File: config.mk
export PLATFORM = sky130hd
export DESIGN_NAME = edge_to_level_decoder
export DESIGN_NICKNAME = d
export VERILOG_FILES = /design/src/rtl/edge_pkg.sv /design/src/rtl/sat_counter.sv /design/src/rtl/edge_to_level_decoder.sv
export SDC_FILE = /design/constraint.sdc
export NUM_CORES = 1
export LEC_CHECK = 0
export BUFFER_PORTS_ARGS = -buffer_cell sky130_fd_sc_hd__buf_2
export CORE_MARGIN = 5
export CORE_UTILIZATION = 54
export DETAILED_ROUTE_END_ITERATION = 16
export HOLD_SLACK_MARGIN = 0.1
export PLACE_DENSITY = 0.74
export REMOVE_ABC_BUFFERS = 1
export SLEW_MARGIN = 15
export SYNTH_ARGS = -nofsm -noshare
export SYNTH_HDL_FRONTEND = slang
export SYNTH_SLANG_ARGS = --single-unit
File: constraint.sdc
create_clock -name clk -period 2.9 [get_ports clk]
set_input_delay 0.29 -clock clk [delete_from_list [all_inputs] [get_ports clk]]
set_output_delay 0.29 -clock clk [all_outputs]
set_load 0.02 [all_outputs]
File: src/rtl/edge_pkg.sv
// Shared types and helpers for the edge-to-level decoder: FSM states,
// error codes and a saturating increment used by the duration counter.
package edge_pkg;

  typedef enum logic {
    S_LOW  = 1'b0,
    S_HIGH = 1'b1
  } state_t;

  typedef enum logic [1:0] {
    ERR_NONE   = 2'd0,
    ERR_BOTH   = 2'd1,
    ERR_DUP    = 2'd2,
    ERR_GLITCH = 2'd3
  } err_code_t;

  // Counters are carried through a 32-bit helper, so widths stay below 32.
  localparam int MAX_CNT_W = 31;

  function automatic logic [31:0] sat_inc(input logic [31:0] value,
                                          input logic [31:0] max_value);
    return (value >= max_value) ? max_value : value + 32'd1;
  endfunction

endpackage

File: src/rtl/sat_counter.sv
// Free-running saturating up-counter with a synchronous clear; clear has
// priority over the increment.
module sat_counter
  import edge_pkg::*;
#(
  parameter int W = 8
) (
  input  logic         clk,
  input  logic         rst_n,
  input  logic         clear,
  output logic [W-1:0] count
);

  localparam logic [31:0] MAX_VALUE = 32'((64'd1 << W) - 64'd1);

  logic [W-1:0] count_reg;
  logic [W-1:0] count_next;

  always_comb begin
    count_next = W'(sat_inc(32'(count_reg), MAX_VALUE));
    if (clear) begin
      count_next = '0;
    end
  end

  always_ff @(posedge clk or negedge rst_n) begin
    if (!rst_n) begin
      count_reg <= '0;
    end else begin
      count_reg <= count_next;
    end
  end

  assign count = count_reg;

endmodule

File: src/rtl/edge_to_level_decoder.sv
// Rebuilds a level waveform from rise/fall event pulses, reports how long
// each level was held and keeps a sticky record of the first illegal event.
module edge_to_level_decoder
  import edge_pkg::*;
#(
  parameter int   HOLD_MIN   = 2,
  parameter int   CNT_W      = 8,
  parameter logic INIT_LEVEL = 1'b0
) (
  input  logic             clk,
  input  logic             rst_n,
  input  logic             pos_pulse,
  input  logic             neg_pulse,
  input  logic             clear,
  output logic             level,
  output logic [CNT_W-1:0] low_len,
  output logic [CNT_W-1:0] high_len,
  output logic             len_valid,
  output logic             err,
  output logic [1:0]       err_code
);

  localparam logic [31:0] MAX_LEN     = 32'((64'd1 << CNT_W) - 64'd1);
  localparam logic [31:0] HOLD_MIN_U  = 32'(HOLD_MIN);
  localparam state_t      RESET_STATE = INIT_LEVEL ? S_HIGH : S_LOW;

  if (CNT_W < 1 || CNT_W > MAX_CNT_W) begin : g_bad_cnt_w
    $error("edge_to_level_decoder: CNT_W must be in 1..31");
  end
  if (HOLD_MIN < 0 || HOLD_MIN > (2 ** CNT_W) - 1) begin : g_bad_hold_min
    $error("edge_to_level_decoder: HOLD_MIN must be in 0..2**CNT_W-1");
  end

  state_t           state_reg;
  logic             level_reg;
  logic [CNT_W-1:0] low_len_reg;
  logic [CNT_W-1:0] high_len_reg;
  logic             len_valid_reg;
  logic             err_reg;
  err_code_t        err_code_reg;

  logic [CNT_W-1:0] dur_cnt;
  logic [CNT_W-1:0] len;
  logic             len_ok;
  logic             accept;
  logic             reject;
  err_code_t        code_next;

  // The counter restarts only on an accepted transition; rejected events
  // fall inside the current period and keep it counting.
  sat_counter #(
    .W(CNT_W)
  ) u_dur_cnt (
    .clk  (clk),
    .rst_n(rst_n),
    .clear(accept),
    .count(dur_cnt)
  );

  // Candidate length includes the cycle in which the event is present.
  assign len    = CNT_W'(sat_inc(32'(dur_cnt), MAX_LEN));
  assign len_ok = 32'(len) >= HOLD_MIN_U;

  always_comb begin
    accept    = 1'b0;
    reject    = 1'b0;
    code_next = ERR_NONE;
    if (pos_pulse && neg_pulse) begin
      reject    = 1'b1;
      code_next = ERR_BOTH;
    end else if ((state_reg == S_HIGH && pos_pulse) ||
                 (state_reg == S_LOW && neg_pulse)) begin
      reject    = 1'b1;
      code_next = ERR_DUP;
    end else if (pos_pulse || neg_pulse) begin
      if (len_ok) begin
        accept = 1'b1;
      end else begin
        reject    = 1'b1;
        code_next = ERR_GLITCH;
      end
    end
  end

  always_ff @(posedge clk or negedge rst_n) begin
    if (!rst_n) begin
      state_reg     <= RESET_STATE;
      level_reg     <= INIT_LEVEL;
      low_len_reg   <= '0;
      high_len_reg  <= '0;
      len_valid_reg <= 1'b0;
      err_reg       <= 1'b0;
      err_code_reg  <= ERR_NONE;
    end else begin
      len_valid_reg <= accept;
      if (accept) begin
        if (state_reg == S_LOW) begin
          state_reg   <= S_HIGH;
          level_reg   <= 1'b1;
          low_len_reg <= len;
        end else begin
          state_reg    <= S_LOW;
          level_reg    <= 1'b0;
          high_len_reg <= len;
        end
      end
      // A new error beats a simultaneous clear; otherwise the first code sticks.
      if (reject) begin
        err_reg <= 1'b1;
        if (!err_reg || clear) begin
          err_code_reg <= code_next;
        end
      end else if (clear) begin
        err_reg      <= 1'b0;
        err_code_reg <= ERR_NONE;
      end
    end
  end

  assign level     = level_reg;
  assign low_len   = low_len_reg;
  assign high_len  = high_len_reg;
  assign len_valid = len_valid_reg;
  assign err       = err_reg;
  assign err_code  = err_code_reg;

endmodule

==> results of run 1 <==
power groups by stage:
stage               combinational (W)  sequential, W  clock [W]
global route                 0.000883       0.000673   0.000300
floorplan                    0.000465       0.000774          0
detailed placement           0.000812       0.000657          0
CTS                          0.000816       0.000651   0.000280
finish                       0.000810       0.000650   0.000273
global placement             0.000793       0.000647          0
tightest hold or removal path, cell delays in order:
cell and delay (ps):
buf_2 150, nand2_1 70, o2111ai_1 90
worst max path at each step:
stage / slack (ps) / depth (start not counted) / start / to
final: 540 / 6 / u_dur_cnt.count[0] / high_len[7]
after global routing: 380 / 6 / u_dur_cnt.count[0] / low_len[6]
after CTS: 520 / 6 / u_dur_cnt.count[0] / low_len[7]
after detailed placement: 530 / 6 / u_dur_cnt.count[0] / low_len[7]
after global placement: 600 / 6 / u_dur_cnt.count[0] / low_len[5]
after floorplan: 750 / 6 / u_dur_cnt.count[0] / high_len[0]
per-layer routing:
layer / track usage [%] / part of all wire (%) / vias up
met3: 5.87 / 5.6 / 6
met5: 0 / 0 / -
met4: 6.67 / 1.8 / 0
met2: 30.8 / 51 / 37
met1: 19.3 / 41 / 523
li1: - / - / 509
layout make-up:
cell class / instances / area (sq um) / area share [%]
flip-flops and latches: 29 / 726 / 44.0
multi-input cells: 90 / 673 / 40.8
repair buffers: 26 / 135 / 8.19
clock buffers: 7 / 65.1 / 3.95
well taps: 30 / 37.5 / 2.28
inverters: 2 / 7.51 / 0.455
clock inverters: 1 / 5.00 / 0.303
logic make-up (layout without fill, tap and decap cells):
family | Yosys count | in the layout | share of synthesized area [%]
buffers and inverters | 8 | 36 | 2.70
flip-flops | 29 | 29 | 50.5
AO/OA/AOI/OAI | 23 | 23 | 11.2
adder cells (fa/ha/maj) | 1 | 1 | 0.870
multiplexers | 19 | 19 | 16.9
AND/OR/NAND/NOR | 45 | 45 | 16.6
XOR/XNOR | 2 | 2 | 1.22
cell usage in the layout, fill, tap and decap left out, drive strengths merged:
master,count
a31o,2
o21ai,4
ha,1
o2111ai,1
nor2b,5
or2,2
dfrtp,29
clkbuf,7
a31oi,3
nand2b,3
nand4,3
o211a,1
a311o,1
nand2,9
mux2i,1
buf,25
a221oi,1
nor2,10
inv,2
a21oi,7
and3,2
nor3,1
a41oi,1
or3,2
xnor2,1
dlygate4sd3,1
xor2,1
clkinv,1
a2111oi,1
o211ai,1
mux2,18
or3b,2
and2,3
nand3,2
nor3b,1
Yosys cell counts, types with 2 or more instances:
library cell,number
and3_1,2
nand3_1,2
or2_2,2
a31o_2,2
nand4_1,3
nand2b_1,3
a31oi_1,3
mux2_4,8
nor2_1,10
o21ai_0,3
nand2_1,9
or3_1,2
inv_1,2
mux2_2,10
and2_1,2
a21oi_1,6
nor2b_1,5
dfrtp_1,29
clkbuf_1,3
stage by stage:
stage	instance area, sq um	setup slack (ps)	hold WS [ps]	total power [W]
2_1_floorplan	1410	747	-5.59	0.00124
3_3_place_gp	1570	600	331	0.00144
3_5_place_dp	1570	531	342	0.00147
4_1_cts	1650	520	306	0.00175
5_1_grt	1650	381	340	0.00186
6_report	1650	535	316	0.00173
==> results.py, run 1 <==
metrics = {
    "setup_path": {
        "cp_slowest_cell": "o211a_1",
        "regToRegEndpoint": "high_len[7]",
        "start_kind": "flip-flop",
        "crit_path_cell_trace": "ha_1 > and2_1 > or3b_1 > a31o_2 > o211a_1 > mux2_4",
        "path_max_fanout": 8,
        "worst-path-buf-inv": 0,
        "end_kind": "flip-flop",
        "r2r_cells": 6,
        "cp_slowest_stage_delay_ps": 430,
        "crit_family": "compound AO/OA/AOI/OAI gates",
        "critical_path_required_ps": 3100,
        "r2r_start": "u_dur_cnt.count[0]",
        "arrival_ps": 2560,
        "crit_type": "flip-flop to flip-flop",
        "regToRegSetupSlack_ps": 540,
    },
    "placement": {
        "place_hpwl_microns": 2020,
        "dp.cells": 176,
        "io_buffers": 25,
        "gp_congestion": 0.856,
    },
    "outcome": {
        "outcome": "complete, no violations",
    },
    "grt": {
        "grt_pass1_wl_microns": 4800,
        "grt_max_degree": 30,
        "grt-ovfl-total": 0,
        "grt_pass1_vias": 1102,
        "antenna_found_initial": 0,
        "track_usage_pct": 17.5,
    },
    "floorplan": {
        "dieHeight_microns": 61.6,
        "die-area_sq_mm": 0.00379,
        "fp.coreArea_sq_mm": 0.00252,
        "ioPinCount": 26,
        "fp.dieW_microns": 61.6,
        "rows": 18,
        "initial_core_util_pct": 57.0,
    },
    "worst_hold_path": {
        "whs_path_depth": 3,
        "hold_end": "err",
        "min-delay-path-class": "input pin to flip-flop",
        "min_from": "pos_pulse",
    },
    "yosys": {
        "synth.avg_cell_area_sq_um": 11.3,
        "synth_async_sr_flop_share_pct": 100,
        "ys_seq_area_share_pct": 50.5,
        "synth-seq-cells": 29,
        "synth_cells": 127,
        "synth_flop_cell": "dfrtp_1",
        "yosys_warnings": 0,
        "synthTopCellsByArea": "dfrtp_1 50%, mux2_4 8.4%, mux2_2 7.8%, nor2_1 2.6%, nand2_1 2.3%",
        "synth_top_area_cell": "dfrtp_1",
        "yosysTopAreaCellShare_pct": 50.5,
        "syn_area_sq_mm": 0.00144,
        "synth.distinct_cells": 40,
        "synth_edf_count": 0,
    },
    "cts": {
        "clock_latency_ps": 310,
        "cts.clk_slew.worst_paths_ps": 90,
        "cts-hold-fix-buffers": 1,
        "cts_resized": 0,
        "cts.root.buffer_cell": "clkbuf_4",
        "htreeDepth": 2,
        "cts-buffers-inserted": 5,
        "cts_setup_buffers": 0,
        "numClockSinks": 29,
        "cts_tree": "yes",
        "cts_buffer_depth": 2,
    },
    "power": {
        "power_leakage_nw": 0.818,
        "switching_share_pct": 40.3,
        "power.internal_w": 0.00104,
        "p_per_area_mw_per_mm2": 1050,
        "peakVddDrop_v": 0.000765,
        "combPwrFrac_pct": 46.7,
        "p_clk_share_pct": 15.8,
        "pwr-share-seq_pct": 37.5,
        "switchingPower_w": 0.000698,
    },
    "drt": {
        "routed_via_density": 5.81,
        "drt_iter0_markers": 38,
        "ant_nets": 0,
        "dr_total_vias": 1075,
        "wl_per_cell_microns": 15.3,
        "wirelength_microns": 2830,
        "drc_errors": 0,
        "firstDrtPassIters": 4,
    },
    "layout": {
        "fin_nets": 160,
        "diodes": 0,
        "final_cells": 185,
        "num-fill-cells": 206,
        "final_util_pct": 65.4,
        "area_delta_synth_final_pct": 14.7,
        "drive_gt1_share_pct": 38.1,
    },
    "timing": {
        "fin_skew_ps": 7.34,
        "period_needed_ps": 2360,
        "fin_setup_tns_ps": 0,
        "setup_viol": 0,
        "max_freq_mhz": 423,
        "worst_slew_pin_slew_ps": 639,
        "hold_viol": 0,
        "rsz0062_at_grt": "false",
        "min_period_over_period_pct": 81.5,
        "slew_violations": 0,
        "max-slew-margin-rel_pct": 57.4,
    },
    "job": {
        "cap_violations": 0,
    },
}
No activity file was read; power rests on OpenSTA's default activity.
==> run 2, diff against run 1 <==
- ABC_AREA: not set -> 1
- clock period: 2.9 -> 2.4 ns (I/O delays scaled with it)
==> run 2 against run 1 <==
  * Area after synthesis shrank 1.9%
  * Utilization grew 1.6 points
  * Sequential share of layout area shrank 0.27 points
  * Maximum frequency grew 17%
  * Largest cell class unchanged
  * Combinational power grew 5.1%
  * Sequential power grew 12%
  * Total power grew 20%
  * Register-to-register slack lost 150 ps
  * Global-route usage grew 0.37 points
  * Clock skew grew 8.8 ps
  * Routed wire length grew 1.6%
==> results.py, run 2 <==
metrics = {
    "outcome": {
        "outcome": "complete, no violations",
    },
    "timing": {
        "max-slew-margin-rel_pct": 59.1,
        "period_needed_ps": 2020,
        "rsz0062_at_grt": "false",
        "min_period_over_period_pct": 84.0,
        "worst_slew_pin_slew_ps": 613,
        "hold_viol": 0,
        "setup_viol": 0,
        "fin_skew_ps": 16.2,
        "max_freq_mhz": 496,
        "fin_setup_tns_ps": 0,
        "slew_violations": 0,
    },
    "cts": {
        "cts-buffers-inserted": 5,
        "cts_setup_buffers": 0,
        "cts.clk_slew.worst_paths_ps": 90,
        "cts.root.buffer_cell": "clkbuf_4",
        "cts_resized": 0,
        "cts_tree": "yes",
        "htreeDepth": 2,
        "cts_buffer_depth": 2,
        "numClockSinks": 29,
        "clock_latency_ps": 350,
        "cts-hold-fix-buffers": 1,
    },
    "yosys": {
        "synth_cells": 163,
        "synth_edf_count": 0,
        "synth.distinct_cells": 21,
        "synth_async_sr_flop_share_pct": 100,
        "synth_flop_cell": "dfrtp_1",
        "syn_area_sq_mm": 0.00141,
        "synthTopCellsByArea": "dfrtp_1 51%, nand2_1 12%, inv_1 6.1%, o21ai_1 5.0%, nand3_1 3.5%",
        "post-synth-top-count-cell": "nand2_1",
        "yosys_warnings": 0,
        "yosysTopAreaCellShare_pct": 51.5,
        "synth_top_area_cell": "dfrtp_1",
        "synth_common_cells": "46 x nand2_1, 29 x dfrtp_1, 23 x inv_1, 14 x o21ai_1",
        "synth-seq-cells": 29,
        "synth.avg_cell_area_sq_um": 8.65,
        "ys_seq_area_share_pct": 51.5,
    },
    "grt": {
        "grt_pass1_wl_microns": 4800,
        "track_usage_pct": 17.8,
        "grt_max_degree": 30,
        "antenna_found_initial": 0,
        "grt-ovfl-total": 0,
        "grt_pass1_vias": 1070,
    },
    "layout": {
        "regArea_sq_um": 726,
        "drive_gt1_share_pct": 25.6,
        "diodes": 0,
        "area_delta_synth_final_pct": 17.7,
        "final_cell_mix": "46 x nand2_1, 29 x dfrtp_1, 25 x buf_2",
        "final_common_cell": "nand2_1",
        "multi_input_area_sq_um": 568,
        "fin_nets": 200,
        "num-fill-cells": 201,
    },
    "drt": {
        "dr_total_vias": 1143,
        "wl_met1_microns": 1270,
        "ant_nets": 0,
        "firstDrtPassIters": 4,
        "wirelength_microns": 2880,
        "drt_iter0_markers": 75,
        "wl_met3_microns": 207,
        "wl_met2_microns": 1360,
        "wl_per_cell_microns": 12.8,
        "routed_via_density": 5.08,
        "drc_errors": 0,
        "top_layer": "met4",
    },
    "floorplan": {
        "die-area_sq_mm": 0.00373,
        "initial_core_util_pct": 56.9,
        "dieHeight_microns": 61.1,
        "fp.coreArea_sq_mm": 0.00248,
        "ioPinCount": 26,
        "fp.dieW_microns": 61.1,
        "rows": 18,
    },
    "setup_path": {
        "critPathCapture": "err_code[1]",
        "start_kind": "flip-flop",
        "critical_path_required_ps": 2630,
        "r2r_cells": 11,
        "startpoint": "u_dur_cnt.count[0]",
        "arrival_ps": 2240,
        "path_max_fanout": 5,
        "r2r_start": "u_dur_cnt.count[0]",
        "regToRegEndpoint": "err_code[1]",
        "end_kind": "flip-flop",
        "crit_type": "flip-flop to flip-flop",
        "regToRegSetupSlack_ps": 380,
    },
    "power": {
        "p_per_area_mw_per_mm2": 1260,
        "power_leakage_nw": 0.922,
        "peakVddDrop_v": 0.00109,
        "power_w": 0.00208,
    },
    "worst_hold_path": {
        "min-delay-path-class": "input pin to flip-flop",
        "min_from": "pos_pulse",
    },
    "placement": {
        "place_hpwl_microns": 2140,
        "gp_congestion": 0.831,
        "io_buffers": 25,
    },
    "job": {
        "cap_violations": 0,
    },
}
[run 2: cell types whose count changed after synthesis, sizes merged, moves of 5 or more]
cell   change
mux2      -18
nor2       +6
nand3     +10
nor2b      -5
nand2     +40
a21oi      -6
inv       +22
o21ai     +18
[run 2: cells by family after synthesis]
family / after synthesis / synth area share, %
and+or+nand+nor: 83 / 29.9
DFF: 29 / 51.5
buffers and inverters: 26 / 8.25
AOI/OAI and AO/OA: 24 / 9.49
adders and majority gates: 1 / 0.887
[run 2: power by group]
part	switching, W	internal [W]	total, W
clock network	0.000181	0.000322	0.000503
logic	0.000577	0.000274	0.000851
registers	0.000102	0.000628	0.000730
total	0.000860	0.00122	0.00208
[run 2: worst min-delay path by stage]
stage | depth (start not counted) | slack, ps | to
detailed placement | 1 | 280 | high_len[4]
finish | 4 | 240 | err_code[1]
CTS | 4 | 240 | err_code[1]
global route | 4 | 280 | err
floorplan | 0 | -60 | err
global placement | 1 | 280 | high_len[3]
[run 2: metal layers]
| metal | vias up | GRT usage (%) |
|---|---|---|
| met2 | 36 | 27.8 |
| met4 | 0 | 7.43 |
| met5 | - | 0 |
| met3 | 7 | 7.13 |
| met1 | 521 | 22.0 |
| li1 | 579 | - |
[run 2: layout make-up]
type / instances / share of cell area, %
multi-input combinational: 108 / 34.2
clock inverter: 3 / 3.92
sequential: 29 / 43.7
tap: 30 / 2.26
clock buffer: 5 / 2.26
timing repair buffer: 26 / 8.14
inverter: 24 / 5.43
[run 2: worst max-delay path, stage by stage (launching register included)]
cell and delay [ps]:
dfrtp_1 420, ha_1 270, nand2_2 120, nor2_4 40
nand2_1 150, nand2_1 120, nor2_2 240, nand3_4 160
nand2_1 130, nand3_1 110, nand3_1 100, nand2_1 60
[run 2: stage by stage]
stage / hold slack, ps / setup WS [ps] / area (sq um) / utilization (%) / instances
CTS: 236 / 403 / 1660 / 67.0 / 225
finish: 244 / 384 / 1660 / 67.0 / 225
global placement: 280 / 501 / 1550 / 62.4 / 216
floorplan: -55.6 / 696 / 1380 / - / 161
global route: 277 / 207 / 1660 / 67.0 / 225
detailed placement: 285 / 423 / 1550 / 62.4 / 216
==> run 3, diff against run 2 <==
- ABC_AREA: 1 -> 0
- clock period: 2.4 -> 2.07 ns (I/O delays scaled with it)
==> run 3 against run 2 <==
  * The flow now finishes with violations (negative setup slack)
  * Total power grew 33%
  * Count of clock-buffer cells in the layout increased by 2
  * Sequential cell count unchanged
  * Clock power is 31% lower
  * Combinational power increased by 79%
  * Clock skew down 14 ps
==> results.py, run 3 (same netlist as run 1, synthesis figures left out) <==
metrics = {
    "setup_path": {
        "cp_slowest_stage_delay_ps": 380,
        "crit_path_cell_trace": "ha_2 > and2_4 > or3b_4 > a31o_4 > o211a_4 > buf_6 > mux2_4",
        "critical_path_required_ps": 2290,
        "path_max_fanout": 4,
        "end_kind": "flip-flop",
        "crit_type": "flip-flop to flip-flop",
        "cp_slowest_cell": "or3b_4",
        "arrival_ps": 2330,
        "start_kind": "flip-flop",
    },
    "grt": {
        "grt_pass1_wl_microns": 5470,
        "antenna_found_initial": 0,
        "track_usage_pct": 20.6,
        "grt_max_degree": 30,
        "grt-ovfl-total": 0,
        "grt_pass1_vias": 1219,
    },
    "floorplan": {
        "rows": 18,
        "dieHeight_microns": 61.6,
        "fp.coreArea_sq_mm": 0.00252,
        "fp.dieW_microns": 61.6,
        "ioPinCount": 26,
        "initial_core_util_pct": 57.0,
        "die-area_sq_mm": 0.00379,
    },
    "power": {
        "power_leakage_nw": 0.923,
        "peakVddDrop_v": 0.00108,
        "p_per_area_mw_per_mm2": 1510,
        "switching_share_pct": 40.3,
        "combPwrFrac_pct": 54.8,
        "switchingPower_w": 0.00112,
        "power_w": 0.00277,
        "p_clk_share_pct": 12.5,
        "power.internal_w": 0.00165,
        "pwr-share-seq_pct": 32.7,
    },
    "layout": {
        "multi_input_area_sq_um": 741,
        "regArea_sq_um": 726,
        "num-fill-cells": 173,
        "final_cell_area_sq_mm": 0.00183,
        "final_common_cell": "dfrtp_1",
        "diodes": 0,
        "final_cells": 200,
        "area_delta_synth_final_pct": 27.5,
        "final_cell_mix": "29 x dfrtp_1, 25 x buf_2, 13 x mux2_4, 13 x buf_4, 10 x nor2_1",
        "fin_nets": 176,
        "drive_gt1_share_pct": 46.5,
    },
    "outcome": {
        "violations": "negative setup slack",
        "outcome": "finished, violations left",
    },
    "drt": {
        "drt_iter0_markers": 68,
        "drc_errors": 0,
        "dr_total_vias": 1147,
        "wirelength_microns": 3320,
        "wl_per_cell_microns": 16.6,
        "ant_nets": 0,
        "routed_via_density": 5.74,
        "firstDrtPassIters": 5,
    },
    "timing": {
        "min_period_over_period_pct": 102,
        "max_freq_mhz": 473,
        "slew_violations": 0,
        "hold_viol": 0,
        "fin_skew_ps": 2.18,
        "worst_slew_pin_slew_ps": 634,
        "rsz0062_at_grt": "true",
        "max-slew-margin-rel_pct": 57.7,
        "setup_viol": 8,
        "worst_slack_ps": -42.1,
        "period_needed_ps": 2110,
        "fin_setup_tns_ps": -314,
    },
    "cts": {
        "cts-buffers-inserted": 5,
        "htreeDepth": 2,
        "cts_buffer_depth": 2,
        "numClockSinks": 29,
        "clock_latency_ps": 320,
        "cts.clk_slew.worst_paths_ps": 90,
        "cts.root.buffer_cell": "clkbuf_4",
        "cts_tree": "yes",
    },
    "worst_hold_path": {
        "min-delay-path-class": "input pin to flip-flop",
    },
    "placement": {
        "place_hpwl_microns": 2310,
        "gp_congestion": 0.845,
        "post_dp_cell_area_sq_mm": 0.00168,
        "dp_slack_ps": -84.3,
        "dp.cells": 191,
        "io_buffers": 25,
    },
    "job": {
        "cap_violations": 0,
    },
}
run 3: cell count changes in the layout (fill, tap and decap cells not counted), sizes merged, moves of 5 or more:
cell,before,now
nand2,49,9
inv,24,2
mux2,0,18
o21ai,22,4
buf,25,41
nand3,12,2
a21oi,1,7
nor2,16,10
nor2b,0,5
run 3: final timing paths:
kind	startpoint	endpoint	slack, ps	cells after the start
setup reg to reg	u_dur_cnt.count[0]	high_len[1]	-40	7
hold reg to reg	low_len[5]	low_len[5]	500	1
setup / recovery	u_dur_cnt.count[0]	high_len[1]	-40	7
min in group asynchronous	rst_n	u_dur_cnt.count[1]	430	2
hold / removal	pos_pulse	err	230	3
max in group asynchronous	rst_n	u_dur_cnt.count[6]	1230	2
run 3: timing repair:
action / in CTS / in global routing
hold endpoints to repair: 29 / 0
hold buffers: 1 / 0
buffers inserted: 1 / 0
pin swaps: 4 / 0
resized for setup: 13 / 6
setup endpoints to repair: 16 / 19
run 3: power by group through the flow:
stage | combinational [W] | clock (W) | sequential [W]
3_3_place_gp | 0.00129 | 0 | 0.000895
3_5_place_dp | 0.00132 | 0 | 0.000902
5_1_grt | 0.00163 | 0.000377 | 0.000938
4_1_cts | 0.00145 | 0.000360 | 0.000903
6_report | 0.00152 | 0.000347 | 0.000905
2_1_floorplan | 0.000651 | 0 | 0.00108
run 3: layout make-up:
cell class / instances / area share [%]
tap: 30 / 2.05
multi-input combinational: 90 / 40.4
clock buffer: 7 / 3.00
inverter: 2 / 0.410
timing repair buffer: 42 / 14.5
sequential: 29 / 39.6
run 3: metal layers:
metal	GRT usage, %	vias to the layer above	wire length [microns]
met5	0	-	0
met4	12.4	0	97
met3	5.03	11	190
met2	31.7	43	1570
met1	26.0	553	1460
li1	-	540	-
run 3: through the flow:
stage | hold WS [ps] | utilization, %
detailed placement | 265 | 66.7
global placement | 245 | 66.7
CTS | 214 | 71.9
global route | 253 | 72.7
floorplan | -88.6 | -
finish | 229 | 72.7
run 3: critical path: cells and delay by family, from the launching register on:
kind,cells,cell delay (ps)
DFF,1,370
muxes,1,290
and+or+nand+nor,2,520
buffers and inverters,1,130
AOI/OAI and AO/OA,2,500
adders and majority gates,1,190
